--- config.mk ---
export PLATFORM = sky130hd
export DESIGN_NAME = param_tiny_processor
export DESIGN_NICKNAME = d
export VERILOG_FILES = /design/src/rtl/param_tiny_processor.sv
export SDC_FILE = /design/constraint.sdc
export NUM_CORES = 1
export LEC_CHECK = 0
export BUFFER_PORTS_ARGS = -buffer_cell sky130_fd_sc_hd__buf_2
export CAP_MARGIN = 20
export CORE_UTILIZATION = 60
export CTS_CLUSTER_SIZE = 30
export DETAILED_ROUTE_END_ITERATION = 16
export HOLD_SLACK_MARGIN = 0.03
export PLACE_DENSITY = 0.77
export SYNTH_ARGS = -nofsm -noshare
export SYNTH_HDL_FRONTEND = slang
export SYNTH_SLANG_ARGS = --single-unit
--- constraint.sdc ---
create_clock -name clock -period 5.7 [get_ports clock]
set_clock_uncertainty 0.1 [all_clocks]
set_input_delay 0.855 -clock clock [delete_from_list [all_inputs] [get_ports clock]]
set_output_delay 0.855 -clock clock [all_outputs]
set_load 0.05 [all_outputs]
--- src/rtl/param_tiny_processor.sv ---
// Parametrised accumulator processor: 16-opcode ISA, DW-bit data, 2^AW-word program RAM,
// with host program load and run/halt/single-step control.
module param_tiny_processor #(
   parameter int unsigned DW = 4,
   parameter int unsigned AW = 4
) (
   input  logic            clock,
   input  logic            reset_p,
   input  logic [DW-1:0]   gpio_in,
   output logic [DW-1:0]   gpio_out,
   input  logic            start,
   input  logic            halt_req,
   input  logic            step,
   input  logic            prog_we,
   input  logic [AW-1:0]   prog_addr,
   input  logic [DW+3:0]   prog_data,
   output logic            halted,
   output logic [AW-1:0]   pc,
   output logic            cf,
   output logic            retire
);

   typedef enum logic [2:0] {
      S_HALT, S_FETCH, S_DECODE, S_SELECT, S_EXEC, S_WB
   } state_t;

   typedef enum logic [1:0] {
      SEL_A, SEL_B, SEL_IN, SEL_ZERO
   } sel_t;

   typedef enum logic [3:0] {
      OP_MOVA_I = 4'h0, OP_MOVB_I = 4'h1, OP_MOVA_B = 4'h2, OP_MOVB_A = 4'h3,
      OP_ADDA_I = 4'h4, OP_ADDB_I = 4'h5, OP_IN_A   = 4'h6, OP_IN_B   = 4'h7,
      OP_OUT_I  = 4'h8, OP_OUT_B  = 4'h9, OP_JMP    = 4'hA, OP_JNC    = 4'hB,
      OP_NOP_C  = 4'hC, OP_NOP_D  = 4'hD, OP_NOP_E  = 4'hE, OP_HLT    = 4'hF
   } opcode_t;

   // Program RAM: deliberately outside the reset domain so a loaded program survives reset_p.
   logic [DW+3:0] ram_q [2**AW];
   logic [DW+3:0] fetch_word;

   state_t        state_q, state_d;
   logic [AW-1:0] pc_q, pc_d;
   logic [DW-1:0] rega_q, rega_d;
   logic [DW-1:0] regb_q, regb_d;
   logic [DW-1:0] gpio_q, gpio_d;
   logic          cf_q, cf_d;
   logic          retire_q, retire_d;
   logic          run_q, run_d;
   logic          halt_pend_q, halt_pend_d;
   opcode_t       op_q, op_d;
   logic [DW-1:0] imm_q, imm_d;
   logic          wr_a_q, wr_a_d;
   logic          wr_b_q, wr_b_d;
   logic          wr_out_q, wr_out_d;
   logic          jump_q, jump_d;
   sel_t          sel_q, sel_d;
   logic [DW-1:0] sel_val_q, sel_val_d;
   logic [DW-1:0] add_q, add_d;

   assign fetch_word = ram_q[pc_q];

   always_ff @(posedge clock) begin
      if (prog_we && (state_q == S_HALT)) begin
         ram_q[prog_addr] <= prog_data;
      end
   end

   always_comb begin
      state_d     = state_q;
      pc_d        = pc_q;
      rega_d      = rega_q;
      regb_d      = regb_q;
      gpio_d      = gpio_q;
      cf_d        = cf_q;
      retire_d    = 1'b0;
      run_d       = run_q;
      halt_pend_d = halt_pend_q;
      op_d        = op_q;
      imm_d       = imm_q;
      wr_a_d      = wr_a_q;
      wr_b_d      = wr_b_q;
      wr_out_d    = wr_out_q;
      jump_d      = jump_q;
      sel_d       = sel_q;
      sel_val_d   = sel_val_q;
      add_d       = add_q;

      if (state_q != S_HALT && halt_req) begin
         halt_pend_d = 1'b1;
      end

      case (state_q)
         S_HALT: begin
            halt_pend_d = 1'b0;
            if (start) begin
               // halt_req arriving with start cancels the start.
               if (!halt_req) begin
                  run_d   = 1'b1;
                  state_d = S_FETCH;
               end
            end else if (step) begin
               run_d   = 1'b0;
               state_d = S_FETCH;
            end
         end

         S_FETCH: begin
            op_d    = opcode_t'(fetch_word[DW+3:DW]);
            imm_d   = fetch_word[DW-1:0];
            state_d = S_DECODE;
         end

         S_DECODE: begin
            wr_a_d   = 1'b0;
            wr_b_d   = 1'b0;
            wr_out_d = 1'b0;
            jump_d   = 1'b0;
            sel_d    = SEL_ZERO;
            case (op_q)
               OP_MOVA_I: wr_a_d = 1'b1;
               OP_MOVB_I: wr_b_d = 1'b1;
               OP_MOVA_B: begin sel_d = SEL_B;  wr_a_d = 1'b1; end
               OP_MOVB_A: begin sel_d = SEL_A;  wr_b_d = 1'b1; end
               OP_ADDA_I: begin sel_d = SEL_A;  wr_a_d = 1'b1; end
               OP_ADDB_I: begin sel_d = SEL_B;  wr_b_d = 1'b1; end
               OP_IN_A:   begin sel_d = SEL_IN; wr_a_d = 1'b1; end
               OP_IN_B:   begin sel_d = SEL_IN; wr_b_d = 1'b1; end
               OP_OUT_I:  wr_out_d = 1'b1;
               OP_OUT_B:  begin sel_d = SEL_B;  wr_out_d = 1'b1; end
               OP_JMP:    jump_d = 1'b1;
               OP_JNC:    jump_d = ~cf_q;
               default:   ;
            endcase
            state_d = S_SELECT;
         end

         S_SELECT: begin
            case (sel_q)
               SEL_A:   sel_val_d = rega_q;
               SEL_B:   sel_val_d = regb_q;
               SEL_IN:  sel_val_d = gpio_in;
               default: sel_val_d = '0;
            endcase
            state_d = S_EXEC;
         end

         S_EXEC: begin
            {cf_d, add_d} = {1'b0, sel_val_q} + {1'b0, imm_q};
            state_d       = S_WB;
         end

         S_WB: begin
            if (wr_a_q)   rega_d = add_q;
            if (wr_b_q)   regb_d = add_q;
            if (wr_out_q) gpio_d = add_q;
            pc_d     = jump_q ? add_q[AW-1:0] : pc_q + AW'(1);
            retire_d = 1'b1;
            if (op_q == OP_HLT) begin
               run_d = 1'b0;
            end
            if ((op_q == OP_HLT) || !run_q || halt_pend_q || halt_req) begin
               state_d     = S_HALT;
               halt_pend_d = 1'b0;
            end else begin
               state_d = S_FETCH;
            end
         end

         default: state_d = S_HALT;
      endcase
   end

   always_ff @(posedge clock or posedge reset_p) begin
      if (reset_p) begin
         state_q     <= S_HALT;
         pc_q        <= '0;
         rega_q      <= '0;
         regb_q      <= '0;
         gpio_q      <= '0;
         cf_q        <= 1'b0;
         retire_q    <= 1'b0;
         run_q       <= 1'b0;
         halt_pend_q <= 1'b0;
         op_q        <= OP_MOVA_I;
         imm_q       <= '0;
         wr_a_q      <= 1'b0;
         wr_b_q      <= 1'b0;
         wr_out_q    <= 1'b0;
         jump_q      <= 1'b0;
         sel_q       <= SEL_ZERO;
         sel_val_q   <= '0;
         add_q       <= '0;
      end else begin
         state_q     <= state_d;
         pc_q        <= pc_d;
         rega_q      <= rega_d;
         regb_q      <= regb_d;
         gpio_q      <= gpio_d;
         cf_q        <= cf_d;
         retire_q    <= retire_d;
         run_q       <= run_d;
         halt_pend_q <= halt_pend_d;
         op_q        <= op_d;
         imm_q       <= imm_d;
         wr_a_q      <= wr_a_d;
         wr_b_q      <= wr_b_d;
         wr_out_q    <= wr_out_d;
         jump_q      <= jump_d;
         sel_q       <= sel_d;
         sel_val_q   <= sel_val_d;
         add_q       <= add_d;
      end
   end

   assign gpio_out = gpio_q;
   assign halted   = (state_q == S_HALT);
   assign pc       = pc_q;
   assign cf       = cf_q;
   assign retire   = retire_q;

endmodule

==> results of run 1 <==
==> tightest hold or removal path, stage by stage (launching register included) <==
cell	delay, ps
dfrtp_1	340
nand2_1	50
o21ai_0	60
==> routing by layer <==
metal	vias to the layer above	wire length, um	share of wire	GRT usage
met5	-	0	0	0
met4	0	325	0.024	0.114
met3	25	841	0.062	0.0426
met2	163	6790	0.50	0.389
met1	1931	5670	0.42	0.335
li1	1738	-	-	-
==> cell usage in the layout (no fill, tap or decap), types with 3 or more instances in the layout <==
cell type  synthesis  layout
a21oi_1            9       9
a22oi_1           12      12
a32oi_1            5       5
buf_2              8      33
buf_4              4       3
bufinv_16          0       3
clkbuf_16          0      17
clkinv_2           0       5
dfrtp_1           43      42
edfxtp_1         128     128
ha_1               5       5
inv_1              5       4
inv_6              0       4
mux2_2            13      13
mux2i_1           40      40
mux4_2            18      18
nand2_1           26      26
nand2b_1           4       4
nand4_1            3       3
nor2_1            23      23
nor2b_1            5       5
nor3_1             5       5
nor3b_1            3       3
o211ai_1           3       3
o21ai_0           21      21
==> worst max-delay path by stage <==
stage,cells past startpoint,endpoint
finish,2,halted
global placement,3,ram_q[3][1]
detailed placement,3,ram_q[3][1]
CTS,3,ram_q[2][6]
global route,2,halted
floorplan,4,ram_q[2][0]
==> layout make-up <==
| cell class | instances | area, um^2 |
|---|---|---|
| sequential | 173 | 4970 |
| inverter | 6 | 22.5 |
| clock buffer | 18 | 429 |
| multi-input combinational | 228 | 1990 |
| clock inverter | 14 | 165 |
| timing repair buffer | 38 | 203 |
| fill | 749 | 3550 |
| tap | 143 | 179 |
==> power groups by stage <==
stage / clock network (mW) / logic, mW / registers, mW
floorplan: 0 / 0.881 / 1.73
detailed placement: 0 / 1.14 / 1.71
global route: 1.22 / 1.24 / 1.71
global placement: 0 / 1.11 / 1.70
CTS: 1.17 / 1.15 / 1.69
finish: 1.15 / 1.14 / 1.69
==> state kept, by name, indices dropped and copies added, names as in the netlist, 2 cells and up <==
register	count
pc	4
sel_val_q	4
ram_q	128
add_q	4
state_q	3
imm_q	4
rega_q	4
regb_q	4
op_q	4
gpio_out	4
sel_q	2
==> kinds of logic (layout without fill, tap and decap cells) <==
group,Yosys count,count (layout)
flip-flops,173,173
XOR/XNOR,3,3
buffers and inverters,28,76
AO/OA/AOI/OAI,63,63
AND/OR/NAND/NOR,82,82
adder cells (fa/ha/maj),6,6
multiplexers,74,74
==> qor.txt, run 1 <==
IO Pins = 33
Worst Hold Class = reg2reg
Routed WL per cell = 22.0 um
CP Cell Sequence = nor3_4 -> buf_2
layout cells sized above 1 = 0.237
leakage power = 2.90 nW
clock tree sinks = 173
max cap viols = 0
Die H = 111 um
Antenna diodes = 0
H-tree depth = 4
Setup crit start = state_q[0]
Worst IR Drop VDD = 270 uV
CTS Root Buffer Type = clkbuf_16
Sum Neg Setup Slack = 0 ps
Final Total Pwr = 3.98 mW
Total Routing Usage GR = 0.245
Hold Path Stages = 2
Top FF cell, synth = edfxtp_1
# resized after CTS = 0
Syn Area/Cell = 16.6 um^2
internal power = 2.69 mW
Synth area leaders = edfxtp_1, dfrtp_1, mux4_2
# rows = 39
post-route cell area = 7960 um^2
Synth Instances = 429
CP Launch Type = register
WS Path Type = reg2out
Area Overhead vs Synth = 11.7%
syn_nets = 457
hold buffers post-CTS = 0
part of the power in registers = 0.425
dpl ws = 2990 ps
average via count per standard cell = 6.22
NetSw = 1.29 mW
final cycle utilization of the critical path = 0.477
PD cells = 500 nW/um^2
placed cell areas = 7350 um^2
Cell Area, Synth = 7130 um^2
first-pass GRT wire length = 21800 um
critical path's largest stage delay = 510 ps
Clock power frac = 0.289
Worst Reg-to-Reg Cells = 4
initial antenna violation count = 0
DRT Pass-1 Iters = 10
post-synthesis adder-cell area fraction = 0.0116
Achievable Freq = 367 MHz
largest net degree at the start of global routing = 46
dpl cells = 585
RR Startpoint = state_q[0]
CP Data Required Time = 4740 ps
HPWL after detailed placement = 8910 um
post-route ant nets = 0
post-CTS setup buffer count = 0
final setup fails = 0
EDFF count, synth = 128
nature of the critical path endpoint = output pin
Logic pwr share = 0.286
reg-to-reg slack, setup = 3160 ps
via count = 3857
Synth Area in Compound Gates = 0.0586
synthesized flop and latch total = 173
Final Hold Vio Count = 0
core area = 11500 um^2
Layout Utilization = 0.691
grt ovf = 0
CP Max Fanout = 9
later-pin clock latency in the skew report = 420 ps
initial core utilization = 0.619
cell class contributing the biggest share of worst-path delay = flip-flops
Min Hold Slack = 386 ps
hold worst-path end = wr_b_q
DRT Wirelength = 13600 um
top post-synthesis cells by count = edfxtp_1, dfrtp_1, mux2i_1, nand2_1, nor2_1
Max Slew Vio Count = 0
Yosys warnings = 0
GPL Wtd Cong = 0.762
failing checks = DRC
worst hold start = wr_b_q
post-synthesis sequential area ratio = 0.697
multiplexer share of the synthesized area = 0.143
top cell type's share of synthesized area = 0.539
status = complete, but fails checks
RR Endpoint = ram_q[8][3]
Netlist cell types = 49
fin worst setup slack = 2980 ps
nets = 492
Rel. slew slack = 0.395
worst-margin pin slew = 906 ps
non-filler instance count after layout = 620
Initial DRC Count = 453
Die Wd = 111 um
clk buf depth = 2
largest family of logic cells by synthesized area = multiplexers
vias in the first global route = 3910
Slowest cell on crit path = dfrtp_1
CTS tree = yes
dominant cell by count in the synthesized netlist = edfxtp_1
switch share = 0.325
Tmin final = 2720 ps
leading area contributor after synthesis = edfxtp_1
Residual DRC = 4
Worst-path clk slew = 60 ps
Simple-Gate Fraction of Synth Area = 0.0621
cts bufs inserted = 17
full die area = 12300 um^2
RSZ-0062 raised after global routing = false
fraction of registers with async set or reset after synthesis = 0.260
CP arrival = 1770 ps
Synth Area in XOR/XNOR = 0.00369
crit path buf inv count = 1
number of port buffers = 32
No activity file was read; power rests on OpenSTA's default activity.
==> run 2: changes to the inputs <==
==> constraint.sdc (replaced) <==
create_clock -name clock -period 2.8 [get_ports clock]
set_clock_uncertainty 0.1 [all_clocks]
set_input_delay 0.42 -clock clock [delete_from_list [all_inputs] [get_ports clock]]
set_output_delay 0.42 -clock clock [all_outputs]
set_load 0.05 [all_outputs]
==> run 2 against run 1 <==
Effect of this change: the flow still finishes with violations (DRC); setup slack worse by 2600 ps; sequential power grew 110%; register-to-register slack worse by 2800 ps; non-clock buffer count increased by 15; highest routed layer unchanged; critical path type is now reg2reg; largest power group unchanged.
==> qor.txt, run 2 (same netlist as run 1, synthesis figures left out) <==
leakage power = 3.00 nW (+3.5%)
PD cells = 1030 nW/um^2 (+110%)
grt ovf = 0 (unchanged)
DRT Wirelength = 14200 um (+4.3%)
Area Overhead vs Synth = 13.8%
number of port buffers = 32 (unchanged)
Final Total Pwr = 8.35 mW (+110%)
Routed WL per cell = 22.4 um (+1.8%)
post-CTS setup buffer count = 0 (unchanged)
HPWL after detailed placement = 9170 um (+2.9%)
nature of the critical path endpoint = register
status = complete, but fails checks
dpl cells = 603 (+3.1%)
Die H = 111 um (unchanged)
Initial DRC Count = 314 (-31%)
crit path buf inv count = 0 (-1)
Slowest cell on crit path = dfrtp_1
GPL Wtd Cong = 0.768 (+0.68%)
max cap viols = 0 (unchanged)
filler cell count = 736 (-1.7%)
Rel. slew slack = 0.381 (-0.0139)
clk buf depth = 2 (unchanged)
CP Data Required Time = 2980 ps (-1760 ps)
worst-margin pin slew = 927 ps (+20.9 ps)
CTS Root Buffer Type = clkbuf_16
CTS tree = yes
# resized after CTS = 0 (unchanged)
initial core utilization = 0.619 (unchanged)
Final Hold Vio Count = 0 (unchanged)
IO Pins = 33 (unchanged)
Die Wd = 111 um (unchanged)
fin worst setup slack = 393 ps (-2590 ps)
Min Hold Slack = 102 ps (-284 ps)
most frequent cells in the layout = edfxtp_1, dfrtp_1, mux2i_1
cts bufs inserted = 17 (unchanged)
hold buffers post-CTS = 0 (unchanged)
WS Path Type = reg2reg
Most flops, register = ram_q
CP Cell Sequence = nor2b_1 -> a22oi_1 -> a32oi_1 -> o21ai_0
Worst Reg-to-Reg Cells = 4 (unchanged)
Achievable Freq = 415 MHz
core area = 11500 um^2 (unchanged)
full die area = 12300 um^2 (unchanged)
CP arrival = 2590 ps (+820 ps)
clock tree sinks = 173 (unchanged)
critical path's largest stage delay = 910 ps (+400 ps)
average via count per standard cell = 6.19 (-0.56%)
Max Slew Vio Count = 0 (unchanged)
Total Routing Usage GR = 0.257 (+0.0120)
CP Launch Type = register
Layout Utilization = 0.705 (+0.0134)
CP Max Fanout = 19 (+10)
post-route ant nets = 0 (unchanged)
commonest non-fill, non-tap cell in the layout = edfxtp_1
post-route cell area = 8120 um^2 (+1.9%)
final cycle utilization of the critical path = 0.860
largest net degree at the start of global routing = 46 (unchanged)
dpl ws = 494 ps (-2490 ps)
initial antenna violation count = 0 (unchanged)
Residual DRC = 4 (unchanged)
later-pin clock latency in the skew report = 430 ps (about the same)
Antenna diodes = 0 (unchanged)
DRT Pass-1 Iters = 10 (unchanged)
non-filler instance count after layout = 635 (+2.4%)
Sum Neg Setup Slack = 0 ps (unchanged)
Crit. path cell count = 4 (+2)
# rows = 39 (unchanged)
Tmin final = 2410 ps
first-pass GRT wire length = 22500 um (+2.9%)
failing checks = DRC
nets = 507 (+3.0%)
via count = 3928 (+1.8%)
Worst IR Drop VDD = 696 uV (+160%)
Worst Hold Class = in2async
vias in the first global route = 3986 (+1.9%)
max reg flops = 128 (unchanged)
H-tree depth = 4 (unchanged)
Worst-path clk slew = 70 ps (about the same)
final setup fails = 0 (unchanged)
cell class contributing the biggest share of worst-path delay = flip-flops
RSZ-0062 raised after global routing = false
layout cells sized above 1 = 0.258 (+0.0212)
placed cell areas = 7480 um^2 (+1.8%)
==> run 2: cell types whose count changed in the layout (fill, tap and decap cells not counted), moves of 2 or more <==
cell	delta
clkinv_2	-4
clkinvlp_4	-2
inv_8	+2
clkinv_4	+2
buf_4	+18
clkbuf_4	-2
==> run 2: final timing paths <==
check                          from         to  slack, ps
max                           pc[1]    op_q[0]        390
min                         reset_p  rega_q[0]        100
max reg2reg                   pc[1]    op_q[0]        390
min reg2reg                wr_out_q   wr_out_q        390
max in group asynchronous   reset_p      pc[2]       1870
min in group clock         halt_req      run_q        190
==> run 2: power by group <==
| part | leakage (nW) | internal, mW | switching [mW] | total, mW |
|---|---|---|---|---|
| sequential | 1.72 | 3.10 | 0.467 | 3.57 |
| clock | 0.311 | 1.51 | 0.991 | 2.50 |
| combinational | 0.975 | 0.997 | 1.29 | 2.28 |
| total | 3.00 | 5.61 | 2.74 | 8.35 |
==> run 2: layout make-up <==
| cell class | count | area (um^2) | share of cell area |
|---|---|---|---|
| flip-flops and latches | 173 | 4970 | 0.613 |
| multi-input cells | 228 | 1990 | 0.245 |
| clock buffers | 18 | 429 | 0.0529 |
| repair buffers | 53 | 318 | 0.0392 |
| clock inverters | 14 | 204 | 0.0251 |
| well taps | 143 | 179 | 0.0220 |
| inverters | 6 | 22.5 | 0.00278 |
==> run 2: metal layers <==
layer | GRT usage | share of wire
met1 | 0.339 | 0.44
met2 | 0.408 | 0.50
met3 | 0.0667 | 0.038
met4 | 0.109 | 0.021
met5 | 0 | 0
